===== src/rtl/enc_pkg.sv =====
// Shared constants, FSM state type and small helpers for the 4-to-2 button encoder.
package enc_pkg;

    localparam int NUM_KEYS = 4;
    localparam int CODE_W   = 2;

    // Active-low LED bus with every LED dark.
    localparam logic [NUM_KEYS-1:0] LED_OFF = 4'b1111;

    typedef enum logic [0:0] {
        IDLE   = 1'b0,
        LOCKED = 1'b1
    } enc_state_t;

    // Index of the highest pressed key. A later (higher) match overrides an earlier one.
    function automatic logic [CODE_W-1:0] prio_encode(input logic [NUM_KEYS-1:0] pressed);
        logic [CODE_W-1:0] code;
        code = '0;
        for (int i = 0; i < NUM_KEYS; i++) begin
            if (pressed[i]) begin
                code = CODE_W'(i);
            end
        end
        return code;
    endfunction

    // Active-low one-hot LED pattern for a key index.
    function automatic logic [NUM_KEYS-1:0] led_pattern(input logic [CODE_W-1:0] code);
        return ~(NUM_KEYS'(1) << code);
    endfunction

endpackage


===== src/rtl/debounce_ch.sv =====
// One key channel: 2-flop synchronizer followed by a saturating stability
// counter that flips the debounced level after DEBOUNCE_CYCLES disagreeing samples.
module debounce_ch #(
    parameter int DEBOUNCE_CYCLES = 270000
) (
    input  logic sys_clk,
    input  logic sys_rst_n,
    input  logic key_raw_n,
    output logic key_level_n
);

    // The counter only ever holds 0..DEBOUNCE_CYCLES-1.
    localparam int               CNT_W    = $clog2(DEBOUNCE_CYCLES);
    localparam logic [CNT_W-1:0] CNT_LAST = CNT_W'(DEBOUNCE_CYCLES - 1);

    logic             sync_q1;
    logic             sync_q2;
    logic [CNT_W-1:0] cnt;

    // Bring the asynchronous key into the sys_clk domain; idles at released (1).
    always_ff @(posedge sys_clk or negedge sys_rst_n) begin
        if (!sys_rst_n) begin
            sync_q1 <= 1'b1;
            sync_q2 <= 1'b1;
        end else begin
            sync_q1 <= key_raw_n;
            sync_q2 <= sync_q1;
        end
    end

    // Count consecutive disagreeing samples; any agreement restarts the count.
    // Reaching the last count flips the level and clears, so the counter never wraps.
    always_ff @(posedge sys_clk or negedge sys_rst_n) begin
        if (!sys_rst_n) begin
            cnt         <= '0;
            key_level_n <= 1'b1;
        end else if (sync_q2 == key_level_n) begin
            cnt <= '0;
        end else if (cnt == CNT_LAST) begin
            cnt         <= '0;
            key_level_n <= sync_q2;
        end else begin
            cnt <= cnt + CNT_W'(1);
        end
    end

endmodule


===== src/rtl/button_encoder_4to2.sv =====
// Four debounced active-low keys encoded to a 2-bit index with a one-cycle
// capture strobe and an active-low one-hot LED display.
// Optional macro ENC_LATCH_EN: when defined, the last captured code, its LED
// pattern and key_valid are held after all keys are released (until reset).
//
// state  | meaning
// IDLE   | no debounced key held; waiting for a press to capture
// LOCKED | a key was captured; code frozen until every key is released
module button_encoder_4to2
    import enc_pkg::*;
#(
    parameter int DEBOUNCE_CYCLES = 270000
) (
    input  logic                sys_clk,
    input  logic                sys_rst_n,
    input  logic [NUM_KEYS-1:0] key_n,
    output logic [CODE_W-1:0]   key_code,
    output logic                key_valid,
    output logic                key_pulse,
    output logic [NUM_KEYS-1:0] led
);

    logic [NUM_KEYS-1:0] level_n;
    logic [NUM_KEYS-1:0] pressed;
    enc_state_t          state;

    for (genvar g = 0; g < NUM_KEYS; g++) begin : g_ch
        debounce_ch #(
            .DEBOUNCE_CYCLES(DEBOUNCE_CYCLES)
        ) u_debounce (
            .sys_clk    (sys_clk),
            .sys_rst_n  (sys_rst_n),
            .key_raw_n  (key_n[g]),
            .key_level_n(level_n[g])
        );
    end

    assign pressed = ~level_n;

    // Capture on the first press, freeze while locked, unlock when all keys are up.
    always_ff @(posedge sys_clk or negedge sys_rst_n) begin
        if (!sys_rst_n) begin
            state     <= IDLE;
            key_code  <= '0;
            key_valid <= 1'b0;
            key_pulse <= 1'b0;
            led       <= LED_OFF;
        end else begin
            key_pulse <= 1'b0;
            case (state)
                IDLE: begin
                    if (|pressed) begin
                        state     <= LOCKED;
                        key_code  <= prio_encode(pressed);
                        key_valid <= 1'b1;
                        key_pulse <= 1'b1;
                        led       <= led_pattern(prio_encode(pressed));
                    end
                end
                LOCKED: begin
                    if (!(|pressed)) begin
                        state <= IDLE;
`ifdef ENC_LATCH_EN
                        // Keep showing the last key after release.
`else
                        key_code  <= '0;
                        key_valid <= 1'b0;
                        led       <= LED_OFF;
`endif
                    end
                end
                default: begin
                    state <= IDLE;
                end
            endcase
        end
    end

endmodule

===== config.mk =====
export PLATFORM = sky130hd
export DESIGN_NAME = button_encoder_4to2
export DESIGN_NICKNAME = d
export VERILOG_FILES = /design/src/rtl/enc_pkg.sv /design/src/rtl/debounce_ch.sv /design/src/rtl/button_encoder_4to2.sv
export SDC_FILE = /design/constraint.sdc
export NUM_CORES = 1
export LEC_CHECK = 0
export CAP_MARGIN = 30
export CORE_MARGIN = 1.5
export CORE_UTILIZATION = 55
export DETAILED_ROUTE_END_ITERATION = 8
export PLACE_DENSITY = 0.83
export RECOVER_POWER = 50
export SLEW_MARGIN = 20
export SYNTH_ARGS = -nofsm -noshare
export SYNTH_HDL_FRONTEND = slang
export SYNTH_SLANG_ARGS = --single-unit

===== constraint.sdc =====
create_clock -name sys_clk -period 5.3 [get_ports sys_clk]
set_input_delay 0.53 -clock sys_clk [delete_from_list [all_inputs] [get_ports sys_clk]]
set_output_delay 0.53 -clock sys_clk [all_outputs]
set_load 0.02 [all_outputs]

==> results.sh <==
export IMPL_cp_start_kind="primary input"
export IMPL_synth_top_area_frac=0.445
export IMPL_viasPerCell=5.70
export IMPL_post_route_util=0.608
export IMPL_clkSinkCount=97
export IMPL_tightest_slew_ns=2.27
export IMPL_rsz0062_at_grt="no"
export IMPL_clock_fmax_mhz=330
export IMPL_tritoncts="yes"
export IMPL_yosys_area_top_type="dfrtp_1"
export IMPL_fin_ws_ns=2.27
export IMPL_synthesis_nets=450
export IMPL_rrSetupSlack_ns=3.05
export IMPL_drt_wl_total_um=7810
export IMPL_skew_ns=0.0134
export IMPL_globalplace_congestion=0.829
export IMPL_first_global_vias=3006
export IMPL_syn_inst=439
export IMPL_ir_worst_vdd_v=0.000180
export IMPL_drive_gt1_frac=0.0939
export IMPL_grt_pass1_wl_um=13700
export IMPL_coreArea_um2=8130
export IMPL_avgSynthCellArea_um2=10.4
export IMPL_rows=33
export IMPL_synth_distinct_cells=40
export IMPL_die_area_um2=8840
export IMPL_grtUsageTotal=0.196
export IMPL_synth_async_reset_ratio=1.00
export IMPL_die_h_um=94
export IMPL_grt_antenna_before_repair=0
export IMPL_clkLatencyLatePin_ns=0.36
export IMPL_post_dp_hpwl_um=5370
export IMPL_crit_path_end_kind="async pin"
export IMPL_crit_chain="clkbuf_1 -> clkbuf_2"
export IMPL_die_w_um=94
export IMPL_synth_ff_type="dfrtp_1"
export IMPL_root_buffer="clkbuf_8"
export IMPL_busiest_layer="met2"
export IMPL_max_slew_margin=-0.511
export IMPL_n_antenna_cell=0
export IMPL_hold_path_class="register to register"
export IMPL_drt_pre_antenna_iters=4
export IMPL_dr_total_vias=3208
export IMPL_hold_depth=0
export IMPL_postCtsSetupBuffers=0
export IMPL_leakagePower_uw=0.00206
export IMPL_status="finished with violations"
export IMPL_ys_ff_latch=97
export IMPL_post_route_min_period_ns=3.03
export IMPL_grt_overflow_total=0
export IMPL_ctsResizeCount=0
export IMPL_routedWlPerCell_um=13.9
export IMPL_critPathArrivalTime_ns=3.31
export IMPL_path_delay_family="buffers and inverters"
export IMPL_detail_route_antenna_nets=0
export IMPL_maxCapViolations=1
export IMPL_setup_viol=0
export IMPL_synth_warnings=0
export IMPL_start_util=0.560
export IMPL_clkTransAtPathRegs_ns=0.10
export IMPL_nets=464
export IMPL_critPathSlowestCell="clkbuf_1"
export IMPL_critPathMaxStageDelay_ns=1.58
export IMPL_area_growth_pct=8.52
export IMPL_synth_area_leaders="dfrtp_1 (45%), dfstp_2 (9.2%), xor2_1 (7.7%)"
export IMPL_slew_violations=46
export IMPL_worst_path_buf_inv=2
export IMPL_postCtsHoldBufs=0
export IMPL_syn_cell_area_um2=4550
export IMPL_ios=14
export IMPL_use_met2=0.306
export IMPL_place_ws_ns=3.04
export IMPL_cts_buffers=9
export IMPL_reg2regPathDepth=5
export IMPL_grt_start_max_net_pins=54
export IMPL_drc=0
export IMPL_crit_fanout=53
export IMPL_tns_ns=0
export IMPL_drt_iter0_markers=149
export IMPL_powerDensity_nw_per_um2=252
export IMPL_synth_edf_count=0
export IMPL_io_buffer_count=13
export IMPL_cts_max_level=3
export IMPL_worstSetupPathDepth=2
export IMPL_min_period_over_period=0.571
export IMPL_worstSetupPathType="primary input to async pin"
export IMPL_fill_cells=637
export IMPL_timing_final_hold_violations=0
export IMPL_crit_required_ns=5.58
export IMPL_grt_use_met3=0.0445
export IMPL_clockBufferDepth=2
export IMPL_violations="max-capacitance violations, max-slew violations"
export IMPL_use_met1=0.271
export IMPL_ys_seq_area_frac=0.537
[final timing paths]
check | startpoint | end
worst min register to register | g_ch[3].u_debounce.sync_q1 | g_ch[3].u_debounce.sync_q2
worst max register to register | g_ch[1].u_debounce.cnt[0] | g_ch[1].u_debounce.cnt[6]
max in group sys_clk | g_ch[1].u_debounce.cnt[0] | g_ch[1].u_debounce.cnt[6]
min in group asynchronous | sys_rst_n | g_ch[1].u_debounce.cnt[14]
worst min-delay path | g_ch[3].u_debounce.sync_q1 | g_ch[3].u_debounce.sync_q2
worst max-delay path | sys_rst_n | g_ch[2].u_debounce.cnt[3]
[layout by cell type (no fill, tap or decap), types with 2 or more instances in the layout]
| cell | netlist | routed |
|---|---|---|
| clkinv_4 | 0 | 3 |
| clkdlybuf4s50_1 | 0 | 8 |
| or3_1 | 8 | 8 |
| a21o_1 | 2 | 2 |
| xor2_1 | 40 | 40 |
| dfrtp_1 | 81 | 81 |
| nand4_1 | 27 | 27 |
| and4_1 | 15 | 15 |
| nor2_1 | 77 | 77 |
| nand3_1 | 33 | 33 |
| ha_1 | 5 | 5 |
| clkinv_2 | 0 | 2 |
| and3_1 | 5 | 5 |
| dfstp_2 | 16 | 15 |
| inv_1 | 8 | 8 |
| nand2_1 | 20 | 20 |
| mux2i_1 | 3 | 3 |
| clkbuf_8 | 0 | 10 |
| nor4b_1 | 2 | 2 |
| nor3_1 | 9 | 9 |
| xnor2_1 | 22 | 22 |
| a211oi_1 | 2 | 2 |
| mux2_2 | 4 | 4 |
| dlygate4sd3_1 | 0 | 4 |
| nor4_1 | 11 | 11 |
| a21oi_1 | 12 | 12 |
| o21ai_0 | 10 | 10 |
[report_power, final]
part,internal [µW],leakage (µW),switching (µW)
sequential,753,0.00127,9.95
combinational,12.5,0.000704,29.6
clock,184,0.0000922,256
total,950,0.00206,295
[flip-flops by register name, indices dropped and copies added (netlist names)]
signal	flops
key_code	2
led	4
g_ch.u_debounce.key_level_n	4
key_valid	1
g_ch.u_debounce.cnt	76
key_pulse	1
g_ch.u_debounce.sync_q2	4
g_ch.u_debounce.sync_q1	4
state	1
[per-stage QoR]
stage / total power, µW / hold WS, ns / std cells / instance area (µm²)
6_report: 1240 / 0.344 / 563 / 4940
5_1_grt: 1300 / 0.356 / 563 / 4940
3_3_place_gp: 819 / 0.346 / 546 / 4760
2_1_floorplan: 797 / 0.234 / 439 / 4550
3_5_place_dp: 822 / 0.347 / 547 / 4770
4_1_cts: 1270 / 0.146 / 563 / 4950
[metal layers]
metal / share of wire / vias up / routed length [µm]
met5: 0 / - / 0
met1: 0.48 / 1559 / 3780
li1: - / 1574 / -
met4: 0.012 / 0 / 95
met3: 0.032 / 9 / 251
met2: 0.47 / 66 / 3690
[cell families after synthesis]
logic type | share of synthesized area
and+or+nand+nor | 0.248
DFF | 0.537
xor gates and xnor gates | 0.119
AOI/OAI and AO/OA | 0.0440
buffers and inverters | 0.0209
muxes | 0.0165
adders and majority gates | 0.0137
[layout make-up]
| cell class | count | area (µm²) | share of cell area |
|---|---|---|---|
| inverters | 8 | 30.0 | 0.00608 |
| repair buffers | 15 | 140 | 0.0284 |
| multi-input cells | 322 | 2010 | 0.407 |
| clock buffers | 10 | 138 | 0.0278 |
| well taps | 105 | 131 | 0.0266 |
| flip-flops and latches | 97 | 2450 | 0.495 |
| clock inverters | 6 | 43.8 | 0.00886 |
[synth_stat cells (2+ instances only)]
master	instances
or3_1	8
dfrtp_1	81
xor2_1	40
a211oi_1	2
nand2_1	20
nor2_1	77
nand3_1	33
o21ai_0	10
buf_2	4
and3_1	5
nor3_1	9
dfstp_2	16
nor4b_1	2
ha_1	5
clkbuf_1	6
xnor2_1	22
buf_6	2
mux2i_1	3
inv_1	8
a21oi_1	12
a21o_1	2
nand4_1	27
mux2_2	4
and4_1	15
nor4_1	11
(Power assumes the default switching activity.)
